## src/rtl/fp_accum_ctrl.sv

```systemverilog
// fp_accum_ctrl: sequences the shared fp_adder to reduce a word stream into one sum.
// Define FP_ACC_ERR_STOP_EN to freeze the accumulator at the first adder exception.
module fp_accum_ctrl #(
  parameter int W = 39,
  parameter int CNT_W = 16
) (
  input  logic             clk,
  input  logic             reset,
  input  logic             start,
  input  logic [CNT_W-1:0] len,
  input  logic             in_valid,
  input  logic [W-1:0]     in_data,
  output logic             in_ready,
  output logic [W-1:0]     add_a,
  output logic [W-1:0]     add_b,
  input  logic [W-1:0]     add_sum,
  input  logic             add_khara,
  output logic             out_valid,
  output logic [W-1:0]     out_data,
  output logic             out_err,
  input  logic             out_ready,
  output logic             busy
);
  typedef enum logic [1:0] {IDLE, LOAD, ADD, DONE} state_t;
  state_t state, state_n;
  logic [W-1:0] acc, acc_n, op_a, op_b;
  logic [CNT_W-1:0] remain;
  logic err;
`ifdef FP_ACC_ERR_STOP_EN
  assign acc_n = (err || add_khara) ? acc : add_sum;
`else
  assign acc_n = add_sum;
`endif
  always_comb begin
    state_n = state;
    case (state)
      IDLE: state_n = start ? (len == '0 ? DONE : LOAD) : IDLE;
      LOAD: state_n = in_valid ? ADD : LOAD;
      ADD:  state_n = remain == CNT_W'(1) ? DONE : LOAD;
      DONE: state_n = out_ready ? IDLE : DONE;
      default: state_n = IDLE;
    endcase
  end
  assign in_ready  = state == LOAD;
  assign out_valid = state == DONE;
  assign busy      = state != IDLE;
  // result is only presented in DONE; zero otherwise
  assign out_data  = out_valid ? acc : '0;
  assign out_err   = out_valid & err;
  assign add_a     = op_a;
  assign add_b     = op_b;
  always_ff @(posedge clk) begin
    if (reset) begin
      state  <= IDLE;
      acc    <= '0;
      op_a   <= '0;
      op_b   <= '0;
      remain <= '0;
      err    <= 1'b0;
    end else begin
      state <= state_n;
      if (state == IDLE && start) begin
        acc    <= '0;
        err    <= 1'b0;
        remain <= len;
      end
      if (state == LOAD && in_valid) begin
        op_a <= acc;
        op_b <= in_data;
      end
      if (state == ADD) begin
        acc    <= acc_n;
        err    <= err | add_khara;
        remain <= remain - CNT_W'(1);
      end
    end
  end
endmodule

```

## config.mk

```make
export PLATFORM = sky130hd
export DESIGN_NAME = fp_accum_ctrl
export DESIGN_NICKNAME = d
export VERILOG_FILES = /design/src/rtl/fp_accum_ctrl.sv
export SDC_FILE = /design/constraint.sdc
export NUM_CORES = 1
export LEC_CHECK = 0
export BUFFER_PORTS_ARGS = -buffer_cell sky130_fd_sc_hd__buf_2
export CAP_MARGIN = 20
export CELL_PAD_IN_SITES_DETAIL_PLACEMENT = 0
export CELL_PAD_IN_SITES_GLOBAL_PLACEMENT = 1
export CORE_UTILIZATION = 32
export CTS_BUF_LIST = sky130_fd_sc_hd__clkbuf_4 sky130_fd_sc_hd__clkbuf_8
export CTS_CLUSTER_DIAMETER = 40
export DETAILED_ROUTE_END_ITERATION = 10
export GPL_TIMING_DRIVEN = 0
export PLACE_DENSITY = 0.83
export SKIP_LAST_GASP = 1
export SYNTH_ARGS = -nofsm -noshare
export SYNTH_HDL_FRONTEND = slang
export SYNTH_SLANG_ARGS = --single-unit
```

## constraint.sdc

```tcl
create_clock -name clk -period 1.7 [get_ports clk]
set_clock_uncertainty 0.15 [all_clocks]
set_input_delay 0.085 -clock clk [delete_from_list [all_inputs] [get_ports clk]]
set_output_delay 0.085 -clock clk [all_outputs]
set_load 0.03 [all_outputs]
```

* Yosys cells after proc, flatten, opt, wreduce, memory -nomap -nowiden
Index checks and enable logic that the tools add are counted.
Word-level totals: bits in registers 136, bits of input ports 100, output and inout port bits 121
Cells by class: $add $sub $neg 1, eq/ne operators 4, mux-type cells 13, bitwise operators 2, reductions and logical operators 6
Operator list (count):
- $mux W39 | 3
- $mux W16 | 2
- $eq A16 B1 Y1 const B | 1
- $logic_not A16 Y1 | 1
- $sub A16 B1 Y16 const B | 1
- $mux W2 | 5
- $pmux W2 S4 | 1
- $eq A2 B2 Y1 const B | 2
- $reduce_bool A2 Y1 | 2
- $eq A2 B1 Y1 const B | 1
- $logic_and A1 B1 Y1 | 2
- $logic_not A2 Y1 | 1
- $mux W1 | 2
- $and A1 B1 Y1 | 1
- $or A1 B1 Y1 | 1

* Logic depth before layout (Yosys ltp)
depth in word-level cells 4, mapped depth 8, depth with buffers taken out 6

* Least setup slack after synthesis
OpenSTA, ideal clock, no wires.
kind flip-flop to flip-flop, start point register remain[0], end point register remain[14], library setup time 0.070 ns, data arrival time 1.536 ns, path slack -0.057 ns, cell stages (with the launch flop) 7, clock period less this slack 1.757 ns, cells stage by stage dfxtp_1 inv_1 ha_1 nor3b_1 nand4_1 or3_1 a21oi_1
Between the ends: longest elaborated chain between the ends 2
RTL lines:
- start: declaration | line 27 | logic [CNT_W-1:0] remain;
- start signal: assignment | line 65 | remain <= len;
- start signal: assignment | line 74 | remain <= remain - CNT_W'(1);
- $sub A16 B1 Y16 | line 74
- $mux W16 | line 71 | if (state == ADD) begin
Every way passes these cells. A chain may end at the register's enable or synchronous reset.

* Worst setup path after layout
start point register state[1], end point output out_data[21]
Between the ends: longest elaborated chain between the ends 2
RTL lines:
- start: declaration | line 25 | state_t state, state_n;
- start signal: assignment | line 61 | state <= state_n;
- $eq A2 B2 Y1 | line 45 | assign out_valid = state == DONE;
- $mux W39 | line 48 | assign out_data = out_valid ? acc : '0;
- end: declaration | line 19 | output logic [W-1:0] out_data,
Every way passes these cells.

==> summary by stage <==
Synthesis
In the post-synthesis netlist, the biggest area contributors are sky130_fd_sc_hd__dfxtp_1 49%, sky130_fd_sc_hd__nand2_1 14%, sky130_fd_sc_hd__a21oi_1 12%, sky130_fd_sc_hd__and3_1 4.5%, sky130_fd_sc_hd__nand3_1 4.3%. By count the netlist is led by 208 x sky130_fd_sc_hd__nand2_1, 136 x sky130_fd_sc_hd__dfxtp_1, 133 x sky130_fd_sc_hd__a21oi_1. Among all flip-flop cells after synthesis, the most frequent one is sky130_fd_sc_hd__dfxtp_1.

The count of different cell masters after synthesis is 45. The number of storage elements in the synthesis netlist is 136. In this run the biggest area consumer among cell types represents 48.7% of the synthesized area. The number of synthesized flops with an enable pin is 0.

The total nets after synthesis is 821. Counting every instance in the synthesized netlist gives 719. Yosys printed 0 warnings.

The largest area contributor in the netlist is sky130_fd_sc_hd__dfxtp_1. For this run, the register share of the synthesized area comes to 48.7%. sky130_fd_sc_hd__nand2_1 is the most common cell in the netlist. A synthesized cell averages 7.77 sq um. Of all flip-flops after synthesis, the portion carrying an async set or reset was 0%. The mapped netlist covers 5590 sq um.

Routing
The detailed-router iteration count before antenna repair is 5. The antenna violation net count after detailed routing is 0. The DRC marker count from the first detailed-route iteration is 287. The total via count in the routed design is 6439. The ratio of routed vias to standard cells is 4.91. In the routed design, unresolved DRC markers number 0. The post-detailed-route wirelength per cell is 16.1 microns. The final wirelength is 21100 microns.

Flow run
Across the run, the number of max-cap violations was 0.

Placed design
At the end of routability-driven placement, the weighted congestion stood at 0.825. Once detailed placement completed, the half-perimeter wirelength came to 13900 microns. Input and output buffers added on the ports amount to 220. The worst setup slack after placement is -347 ps. In this run, placement finished with an instance count of 1159. Summing all placed instances gives a cell area of 6970 sq um.

Floorplan
During I/O placement, the number of pins put on the boundary was 221. Measured along the x axis, the die boundary spans 134 microns. The floorplan core area is 16800 sq um. The initial utilization of the core area, before any placement, comes to 33.2%. The number of cell rows is 47. The overall die area is 18000 sq um. The die is 134 microns tall.

Final layout
Once layout is complete, the cells apart from fillers number 1311. The number of antenna diodes in the final layout is 0. The share of cells above drive strength 1 is 38.3%. After routing the design area is 9670 sq um.

In the final design database the tool counted 1180 nets. The area growth from synthesis to layout is 73.1%. For this run, the share of the core covered by cells in the final layout is 57.5%.

CTS
The deepest level of the CTS H-tree is 4. The buffer cell driving the clock tree root is sky130_fd_sc_hd__clkbuf_8. After clock tree synthesis, the clock-pin slew on the worst setup and hold paths is 80 ps. The largest buffer count on any clock path is 2. The TritonCTS clock tree is yes. For the worst-skew pair, the clock arrives at the later sink with an insertion delay of 440 ps.

The clock drives 136 sinks. The number of buffers created by CTS is 17.

Timing
The total count of hold-check failures in the final report was 0. The portion of the clock cycle consumed by the worst path in the final layout is 104%. Setup repair after global routing could not meet its margin everywhere. The least setup slack across all paths after layout is -76.1 ps. The maximum clock rate is 563 MHz. The worst hold slack after final layout is 249 ps.

The total negative slack is -1810 ps. The count of pins over their slew limit is 0. The relative max-transition margin is 42.1%. The count of endpoints failing setup in the final report is 35. After layout, the minimum clock period comes to 1780 ps. The slew of the pin with the lowest slew margin is 869 ps.

Global route
The initial antenna violation count is 0. For this run the aggregate overflow at the end of global routing stands at 0. The global-route wire length before repair is 31400 microns. The maximum number of pins on one net before global-route repair is 17. The via count of the first global-routing pass came to 6090. In the global route stage, overall resource usage came out at 22.3%.

Power and ir drop
The maximum vdd drop is 0.564 mV. The analysis attributes to net switching a power of 2.18 mW. Net switching is 27.1% of the power. The internal portion of the total power is 5.87 mW. Overall power consumption after layout is estimated at 8.05 mW. The leakage power of the design is 4.14 nW. In this run the power density over the cells is 833 nW/um^2. The relative contribution of the clock network to total power is 40.9%. The sequential share of power is 42.1%. The share of power burned in combinational logic is 17.0%.

Setup path
The worst path required time is 1460 ps. The kind of critical path is flip-flop to output pin. In this run the worst path has a maximum fanout of 10. The launching point of the worst reg2reg path is state[1]$_SDFF_PP0_. Data arrives at the worst endpoint at 1540 ps. The worst register-to-register path has a depth of 8. The worst setup path is launched from a flip-flop.

The endpoint identified for the worst register-to-register timing path is add_a[18]$_SDFFE_PP0P_. The type of destination of the critical path is an output pin. Tracing the worst setup path back leads to its startpoint at state[1]$_SDFF_PP0_. The most critical setup path has its endpoint at out_data[21].

Across all register-to-register paths, the minimum setup slack is 0 ps.

Run status
The run finished, with violations left. The final reports fail on negative setup slack.

Min path
The path class of the tightest hold or removal check is input pin to flip-flop.
-- critical path, stage by stage (launching register included) --
cell and delay, ps:
sky130_fd_sc_hd__dfxtp_2 330, sky130_fd_sc_hd__buf_6 130, sky130_fd_sc_hd__clkbuf_16 160, sky130_fd_sc_hd__clkbuf_16 170, sky130_fd_sc_hd__and3_1 180, sky130_fd_sc_hd__buf_6 140
-- final cells by class --
cell class / count / area [sq um]
Inverter: 6 / 25.0
Clock inverter: 14 / 245
Tap cell: 220 / 275
Buffer: 61 / 548
Multi-Input combinational cell: 515 / 2970
Fill cell: 1484 / 7150
Timing Repair Buffer: 341 / 2630
Sequential cell: 136 / 2740
Clock buffer: 18 / 241
-- sequential cells by signal, indices dropped and copies added (netlist names) --
| name | cells |
|---|---|
| err | 1 |
| state | 2 |
| add_b | 39 |
| add_a | 39 |
| remain | 16 |
| acc | 39 |
-- cells by family after synthesis --
group | after synthesis | share of synthesized area, %
buffers and inverters | 68 | 5.73
adder cells (fa/ha/maj) | 2 | 0.448
multiplexers | 1 | 0.179
flip-flops | 136 | 48.7
AND/OR/NAND/NOR | 349 | 29.4
AO/OA/AOI/OAI | 163 | 15.5
-- metal layers --
layer | up-vias | part of all wire (%) | track usage [%]
met2 | 248 | 49 | 38.6
met5 | - | 0 | 0
met3 | 23 | 6.8 | 6.65
met4 | 0 | 1.5 | 6.93
met1 | 2985 | 43 | 26.5
li1 | 3183 | - | -
-- what timing repair did --
item                                    in CTS  in global routing
pin swaps                                    6                 21
buffers inserted                             5                  9
resized for setup                          170                113
cloned                                       0                  8
endpoints found under the setup margin     165                124
hold endpoints to repair                    96                  0
hold buffers                                99                  0
-- power groups by stage --
stage          sequential (mW)  combinational, mW  clock (mW)
3_3_place_gp              3.44              0.934           0
4_1_cts                   3.38               1.21        3.36
5_1_grt                   3.40               1.47        3.48
2_1_floorplan             3.51              0.485           0
3_5_place_dp              3.44              0.932           0
6_report                  3.39               1.37        3.29
-- placed cells by master, fill, tap and decap left out, types with 3 or more instances in the layout --
cell | netlist | layout
sky130_fd_sc_hd__nor4_1 | 5 | 5
sky130_fd_sc_hd__dfxtp_4 | 0 | 3
sky130_fd_sc_hd__dlygate4sd3_1 | 0 | 99
sky130_fd_sc_hd__clkbuf_8 | 0 | 19
sky130_fd_sc_hd__clkbuf_1 | 33 | 15
sky130_fd_sc_hd__clkbuf_4 | 0 | 5
sky130_fd_sc_hd__buf_8 | 0 | 6
sky130_fd_sc_hd__a31oi_1 | 9 | 9
sky130_fd_sc_hd__or3_1 | 6 | 6
sky130_fd_sc_hd__dfxtp_2 | 0 | 4
sky130_fd_sc_hd__nand2_4 | 0 | 12
sky130_fd_sc_hd__a21oi_2 | 0 | 19
sky130_fd_sc_hd__inv_1 | 6 | 4
sky130_fd_sc_hd__dfxtp_1 | 136 | 129
sky130_fd_sc_hd__buf_4 | 6 | 16
sky130_fd_sc_hd__clkbuf_16 | 0 | 10
sky130_fd_sc_hd__bufinv_16 | 0 | 6
sky130_fd_sc_hd__clkbuf_2 | 0 | 8
sky130_fd_sc_hd__and3_4 | 0 | 32
sky130_fd_sc_hd__buf_6 | 3 | 53
sky130_fd_sc_hd__and3_1 | 40 | 8
sky130_fd_sc_hd__nand2_1 | 208 | 188
sky130_fd_sc_hd__nor3_1 | 5 | 4
sky130_fd_sc_hd__nor2_1 | 10 | 9
sky130_fd_sc_hd__nand4_1 | 4 | 4
sky130_fd_sc_hd__nand2_2 | 0 | 8
sky130_fd_sc_hd__a21oi_1 | 133 | 114
sky130_fd_sc_hd__o21ai_0 | 8 | 8
sky130_fd_sc_hd__clkinv_4 | 0 | 3
sky130_fd_sc_hd__nand3_1 | 48 | 47
sky130_fd_sc_hd__a211oi_1 | 3 | 3
sky130_fd_sc_hd__buf_2 | 16 | 187
-- worst min-delay path by stage --
stage          slack, ps                   to  depth (start not counted)      start
2_1_floorplan         30  state[0]$_SDFF_PP0_                          1  out_ready
3_3_place_gp         140  state[0]$_SDFF_PP0_                          2  out_ready
3_5_place_dp         140  state[0]$_SDFF_PP0_                          2  out_ready
4_1_cts              220  state[0]$_SDFF_PP0_                          3  out_ready
5_1_grt              220  state[0]$_SDFF_PP0_                          3  out_ready
6_report             250     err$_SDFFE_PP0P_                          3      reset
Note: power is estimated with default switching activity, not from simulation.
